`config.mk`:
```
export PLATFORM = sky130hd
export DESIGN_NAME = fifo_level
export DESIGN_NICKNAME = d
export VERILOG_FILES = /design/src/rtl/fifo_level.sv
export SDC_FILE = /design/constraint.sdc
export NUM_CORES = 1
export LEC_CHECK = 0
export BUFFER_PORTS_ARGS = -buffer_cell sky130_fd_sc_hd__buf_2
export CELL_PAD_IN_SITES_DETAIL_PLACEMENT = 2
export CELL_PAD_IN_SITES_GLOBAL_PLACEMENT = 2
export CORE_MARGIN = 4
export CORE_UTILIZATION = 52
export CTS_BUF_LIST = sky130_fd_sc_hd__clkbuf_8
export CTS_CLUSTER_SIZE = 16
export DETAILED_ROUTE_END_ITERATION = 10
export PLACE_DENSITY = 0.88
export SLEW_MARGIN = 15
export SYNTH_ARGS = -nofsm -noshare
export SYNTH_HDL_FRONTEND = slang
export SYNTH_SLANG_ARGS = --single-unit
```
`constraint.sdc`:
```
create_clock -name clk -period 3.8 [get_ports clk]
set_clock_uncertainty 0.15 [all_clocks]
set_input_delay 0.19 -clock clk [delete_from_list [all_inputs] [get_ports clk]]
set_output_delay 0.19 -clock clk [all_outputs]
set_load 0.02 [all_outputs]
```
`src/rtl/fifo_level.sv`:
```
// Single-clock show-ahead FIFO with arbitrary depth, live fill level,
// programmable almost-full/almost-empty thresholds, flush and sticky error flags.
module fifo_level #(
    parameter int DATA_WIDTH = 8,
    parameter int DEPTH      = 16,
    parameter int AF_LEVEL   = DEPTH - 2,
    parameter int AE_LEVEL   = 1
) (
    input  logic                       clk,
    input  logic                       reset,
    input  logic                       flush,
    input  logic [DATA_WIDTH-1:0]      din,
    input  logic                       push,
    input  logic                       pop,
    output logic [DATA_WIDTH-1:0]      dout,
    output logic                       full,
    output logic                       empty,
    output logic                       almost_full,
    output logic                       almost_empty,
    output logic [$clog2(DEPTH+1)-1:0] level,
    output logic                       overflow,
    output logic                       underflow,
    input  logic                       clr_err
);
    localparam int PW = $clog2(DEPTH);
    localparam int LW = $clog2(DEPTH + 1);

    logic [DATA_WIDTH-1:0] r_mem [DEPTH];
    logic [PW-1:0]         r_wr_ptr;
    logic [PW-1:0]         r_rd_ptr;
    logic [LW-1:0]         r_level;
    logic                  r_overflow;
    logic                  r_underflow;

    logic                  w_full;
    logic                  w_empty;
    logic                  w_wr_acc;
    logic                  w_rd_acc;
    logic                  w_ovf_set;
    logic                  w_unf_set;
    logic [LW-1:0]         w_level_next;

    // Explicit wrap so non-power-of-two depths never rely on binary rollover.
    function automatic logic [PW-1:0] f_ptr_inc(input logic [PW-1:0] p);
        return (p == PW'(DEPTH - 1)) ? '0 : p + PW'(1);
    endfunction

    assign w_full    = (r_level == LW'(DEPTH));
    assign w_empty   = (r_level == '0);
    assign w_rd_acc  = pop & ~w_empty;
    assign w_wr_acc  = push & (~w_full | pop);
    assign w_ovf_set = ~flush & push & w_full & ~pop;
    assign w_unf_set = ~flush & pop & w_empty;

    always_comb begin
        w_level_next = r_level;
        if (w_wr_acc && !w_rd_acc) begin
            w_level_next = r_level + LW'(1);
        end else if (!w_wr_acc && w_rd_acc) begin
            w_level_next = r_level - LW'(1);
        end
    end

    always_ff @(posedge clk or posedge reset) begin
        if (reset) begin
            r_wr_ptr    <= '0;
            r_rd_ptr    <= '0;
            r_level     <= '0;
            r_overflow  <= 1'b0;
            r_underflow <= 1'b0;
        end else begin
            if (flush) begin
                r_wr_ptr <= '0;
                r_rd_ptr <= '0;
                r_level  <= '0;
            end else begin
                if (w_wr_acc) r_wr_ptr <= f_ptr_inc(r_wr_ptr);
                if (w_rd_acc) r_rd_ptr <= f_ptr_inc(r_rd_ptr);
                r_level <= w_level_next;
            end
            // A same-cycle error event wins over the software clear.
            r_overflow  <= w_ovf_set | (r_overflow  & ~clr_err);
            r_underflow <= w_unf_set | (r_underflow & ~clr_err);
        end
    end

    // Storage is deliberately unreset; when full with push+pop, wr_ptr == rd_ptr
    // and the old word is still read combinationally this cycle.
    always_ff @(posedge clk) begin
        if (!flush && w_wr_acc) begin
            r_mem[r_wr_ptr] <= din;
        end
    end

    assign dout         = r_mem[r_rd_ptr];
    assign full         = w_full;
    assign empty        = w_empty;
    assign almost_full  = (r_level >= LW'(AF_LEVEL));
    assign almost_empty = (r_level <= LW'(AE_LEVEL));
    assign level        = r_level;
    assign overflow     = r_overflow;
    assign underflow    = r_underflow;

endmodule

```
==> key figures, run 1 <==
Outcome
  – Outcome: stopped before the end
  – Exit stage: clock tree synthesis
  – Stop err: [ERROR DPL-0033] detailed placement checks failed during check placement.

Yosys
  – Synth Net Count: between 300 and 400
  – Synthesized area: 5890 µm²
  – Seq/Total Area, Yosys: 71.6%
  – Syn avg cell area: 18.8 µm²
  – Yosys cell types: 32
  – Cells after Synth: ~310
  – Area contributors post-synth: edfxtp_1 (65%), mux4_2 (15%), dfrtp_1 (6.4%), ha_1 (2.1%), nor2_1 (1.4%)
  – Area leader, netlist: edfxtp_1
  – Yosys reg bits: approximately 140
  – Yosys warns: 0
  – Synth top area share: 65.2%

Clock network
  – H-tree depth: 4
  – Hold-fix buffers, CTS: 12
  – Postcts setup bufs: 0
  – Clock Sinks: roughly 140
  – Post-CTS sizing: 0
  – CTS Buf Count: 17
  – Clock Path Buffers: 2
  – Root buf cell: clkbuf_8

Die
  – Die width: about 110 µm
  – Vert. Die Dim: 114 µm
  – Core Rows: 38
  – Initial Util: 53.7%
  – I/O pins: 33

Placed design
  – HPWL after detailed placement: approximately 13000 µm
  – GP Congestion: approximately 0.77
  – I/O Buffers: 32
-- synth_stat cells (all sizes together) --
cell type	number
a211oi	1
a21o	1
a21oi	13
a311oi	2
a32o	2
and3	1
buf	5
clkbuf	10
dfrtp	15
edfxtp	128
ha	10
inv	10
mux2i	3
mux4	40
nand2	16
nand3	5
nand3b	1
nand4bb	1
nor2	22
nor3	2
nor4	4
o211a	2
o211ai	2
o21a	2
o21ai	6
or3	5
or3b	1
xnor2	2
xor2	2
-- per-stage QoR --
stage | instance area (µm²) | std cells | hold WS (ps) | setup slack [ps]
2_1_floorplan | 5890 | 314 | -58.5 | 1130
3_3_place_gp | 6340 | 489 | 141 | 1320
3_5_place_dp | 6340 | 489 | 154 | 917
-- cell families after synthesis --
| kind of cell | count (synthesis) | share of synthesized area, % |
|---|---|---|
| DFF | 143 | 71.6 |
| and+or+nand+nor | 58 | 4.63 |
| muxes | 43 | 15.8 |
| AOI/OAI and AO/OA | 31 | 3.57 |
| buffers and inverters | 25 | 1.70 |
| adders and majority gates | 10 | 2.12 |
| xor gates and xnor gates | 4 | 0.595 |
==> inputs of run 2 (changes only) <==
==> config.mk (replaced) <==
export PLATFORM = sky130hd
export DESIGN_NAME = fifo_level
export DESIGN_NICKNAME = d
export VERILOG_FILES = /design/src/rtl/fifo_level.sv
export SDC_FILE = /design/constraint.sdc
export NUM_CORES = 1
export LEC_CHECK = 0
export BUFFER_PORTS_ARGS = -buffer_cell sky130_fd_sc_hd__buf_2
export CORE_MARGIN = 4
export CORE_UTILIZATION = 40
export DETAILED_ROUTE_END_ITERATION = 10
export PLACE_DENSITY_LB_ADDON = 0.15
export SLEW_MARGIN = 15
export SYNTH_ARGS = -nofsm -noshare
export SYNTH_HDL_FRONTEND = slang
export SYNTH_SLANG_ARGS = --single-unit
==> key figures, run 2 <==
Outcome
  – Outcome: finished, final reports clean

Clock network
  – H-tree depth: 4
  – Clock-pin transition on the worst setup and hold timing paths: 60 ps
  – Clock Path Buffers: 2
  – Worst-Skew Late Latency: between 400 and 500 ps
  – Clock Sinks: around 140
  – CTS tree: done
  – CTS Buf Count: 17
  – Post-CTS sizing: 0
  – Root buf cell: clkbuf_16

Pwr
  – Switching power: ~1.2 mW
  – Power Dens Cells: roughly 640 nW/µm²
  – Pleak: 2.32 nW
  – Sw Ratio: ~28%
  – Clock network power share: 35.1%
  – Worst VDD drop: between 0.3 and 0.4 mV
  – Sequential power share: a little over two fifths
  – Comb power frac: 23.1%
  – Int Power: 3.19 mW

GRT
  – First-pass GRT wire length: ~20000 µm
  – Largest net degree at the start of global routing: 37
  – Vias in the first global route: 3222
  – Remaining global-route overflow: 0
  – Antenna violations before repair: 0
  – Total GRT Usage: between 15 and 20%

Critical path
  – Worst setup EP type: output pin
  – Critical Path RT: between 3000 and 4000 ps
  – Slowest stage delay, CP: 640 ps
  – Crit path max fanout: 23
  – FF-to-FF End: r_mem[10][0]
  – Worst reg-to-reg setup slack: 990 ps
  – Startpoint type of the worst setup path: register
  – R2r worst-path depth: 7
  – Worst r2r src: level[0]
  – Cell mode on critical path: mux4_2
  – Buf+Inv Stages, Crit Path: 2
  – Critical path's slowest cell: dfrtp_2
  – CP Class: reg -> out
  – Crit. Startpoint: r_rd_ptr[0]
  – Cell chain of the critical path: buf_12 > mux4_2 > mux4_2 > buf_2
  – Crit path DAT: 2600 ps
  – Delay-heaviest family, CP: multiplexers

Min path
  – WHS Endpoint: overflow
  – Hold path start: push
  – Hold Crit Depth: 2
  – Tightest Hold Check Type: in -> reg

Yosys
  – Yosys warns: 0
  – Area leader, netlist: edfxtp_1
  – Synth Net Count: roughly 340
  – Yosys reg bits: 143
  – Syn avg cell area: 18.8 µm²
  – Yosys cell types: 32
  – Most common cell in the netlist: edfxtp_1
  – Most used DFF post-synth: edfxtp_1
  – Synth top area share: between 60% and 70%
  – Async SR Flop Fraction: between 10% and 20%
  – Synthesized area: 5890 µm²
  – Post-synth EDFFs: 128
  – Seq/Total Area, Yosys: a little under three quarters
  – Synth top cells by count: edfxtp_1 (128), mux4_2 (40), nor2_1 (22)
  – Cells after Synth: ~310
  – Area contributors post-synth: edfxtp_1 (65%), mux4_2 (15%), dfrtp_1 (6.4%), ha_1 (2.1%), nor2_1 (1.4%)

Detailed routing
  – Remaining antenna violation count: 0
  – DR vias: roughly 3000
  – WL/cell: 22.7 µm
  – Detailed Routing Iterations Pass 1: 4
  – Routed WL: roughly 13000 µm
  – Vias per inst: approximately 5.4
  – DRC: 0
  – Initial DRC Count: 287

STA
  – Pins Over Slew Limit: 0
  – Max Fclk: 0.340 GHz
  – Fin crit share: 77.4%
  – Worst slew pin tran: 1070 ps
  – Tmin final: between 2000 and 3000 ps
  – Rel. slew slack: between 20 and 30%
  – Setup_tns: 0 ps
  – Setup-failing EPs final: 0
  – Unrepaired setup endpoints after global routing: false
  – Final hold violations: 0

Placed design
  – I/O Buffers: 32
  – HPWL after detailed placement: 8500 µm
  – GP Congestion: roughly 0.80
  – Post-DP Area: 6350 µm²

Cells and area
  – Layout overhead on the synthesized area: 17.8%
  – Post-route cell area: 6940 µm²
  – Antenna Cells: 0
  – Reg area: about 4200 µm²
  – Largest register FFs: about 130
  – Nets: 389
  – Commonest non-fill, non-tap cell in the layout: edfxtp_1
  – Fillers: about 1200
  – Multi-input combinational cell area: 1610 µm²
  – Layout cells sized above 1: about a third
  – Most frequent cells in the layout: edfxtp_1 (128), mux4_2 (40), buf_2 (32), nor2_1 (22), clkbuf_16 (17)
  – Most flops, register: r_mem

Run
  – Max Cap Violations: 0

Die
  – Initial Util: just over 40%
  – I/O pins: 33
  – Core Area: ~14000 µm²
  – DIE AREA: about 17000 µm²
  – Core Rows: 44
  – Vert. Die Dim: ~130 µm
  – Die width: roughly 130 µm
-- run 2: cell counts after synthesis --
No cell type changed its count.
-- run 2: layout make-up --
type | count | area share [%]
Multi-Input combinational cell | 146 | 23.2
Timing Repair Buffer | 47 | 4.22
Clock buffer | 18 | 6.18
Tap cell | 184 | 3.32
Clock inverter | 14 | 1.80
Inverter | 10 | 0.541
Sequential cell | 143 | 60.8
-- run 2: metrics by stage --
| stage | util [%] | setup WS, ps | instances | power (mW) | hold WS, ps |
|---|---|---|---|---|---|
| 2_1_floorplan | - | 1130 | 314 | 2.63 | -58.5 |
| 3_3_place_gp | 43.9 | 1010 | 527 | 2.93 | 131 |
| 3_5_place_dp | 43.9 | 929 | 527 | 2.93 | 153 |
| 4_1_cts | 47.9 | 788 | 562 | 4.49 | 2.33 |
| 5_1_grt | 48.0 | 719 | 562 | 4.66 | 33.2 |
| 6_report | 48.0 | 859 | 562 | 4.44 | 12.1 |
-- run 2: cells by family (layout without fill, tap and decap cells) --
logic type / after synthesis / after routing / synth area share (%)
flip-flops: 143 / 143 / 71.6
AND/OR/NAND/NOR: 58 / 58 / 4.63
multiplexers: 43 / 43 / 15.8
AO/OA/AOI/OAI: 31 / 31 / 3.57
buffers and inverters: 25 / 89 / 1.70
adder cells (fa/ha/maj): 10 / 10 / 2.12
XOR/XNOR: 4 / 4 / 0.595
-- run 2: power groups by stage --
stage / combinational (mW) / clock, mW / sequential, mW
floorplan: 0.748 / 0 / 1.88
global placement: 1.04 / 0 / 1.89
detailed placement: 1.04 / 0 / 1.89
CTS: 1.05 / 1.59 / 1.86
global route: 1.12 / 1.67 / 1.87
finish: 1.02 / 1.56 / 1.86
-- run 2: how the worst max path moves through the flow --
stage | end | slack, ps | depth (start not counted)
6_report | dout[0] | 860 | 4
5_1_grt | dout[0] | 720 | 4
4_1_cts | dout[0] | 790 | 4
3_5_place_dp | r_mem[0][7] | 930 | 5
3_3_place_gp | r_mem[0][7] | 1010 | 5
2_1_floorplan | r_mem[0][0] | 1130 | 5
-- run 2: worst reg2reg max path: stages (launching register included) --
cell	delay, ps
dfrtp_1	480
inv_1	120
ha_1	240
nand4bb_1	160
o21ai_1	260
nor2_1	170
nand2_1	130
nor2_1	720
-- run 2: metal layers --
| metal | vias to the layer above | share of wire, % | GRT usage [%] |
|---|---|---|---|
| li1 | 1360 | - | - |
| met1 | 1585 | 46 | 23.6 |
| met2 | 72 | 49 | 26.1 |
| met3 | 14 | 4.2 | 3.79 |
| met4 | 0 | 1.2 | 5.56 |
| met5 | - | 0 | 0 |
-- run 2: timing repair --
item,in CTS,in global routing
hold endpoints to repair,26,0
endpoints found under the setup margin,0,0
hold buffers,3,0
buffers inserted,0,0
No activity file was read; power rests on OpenSTA's default activity.
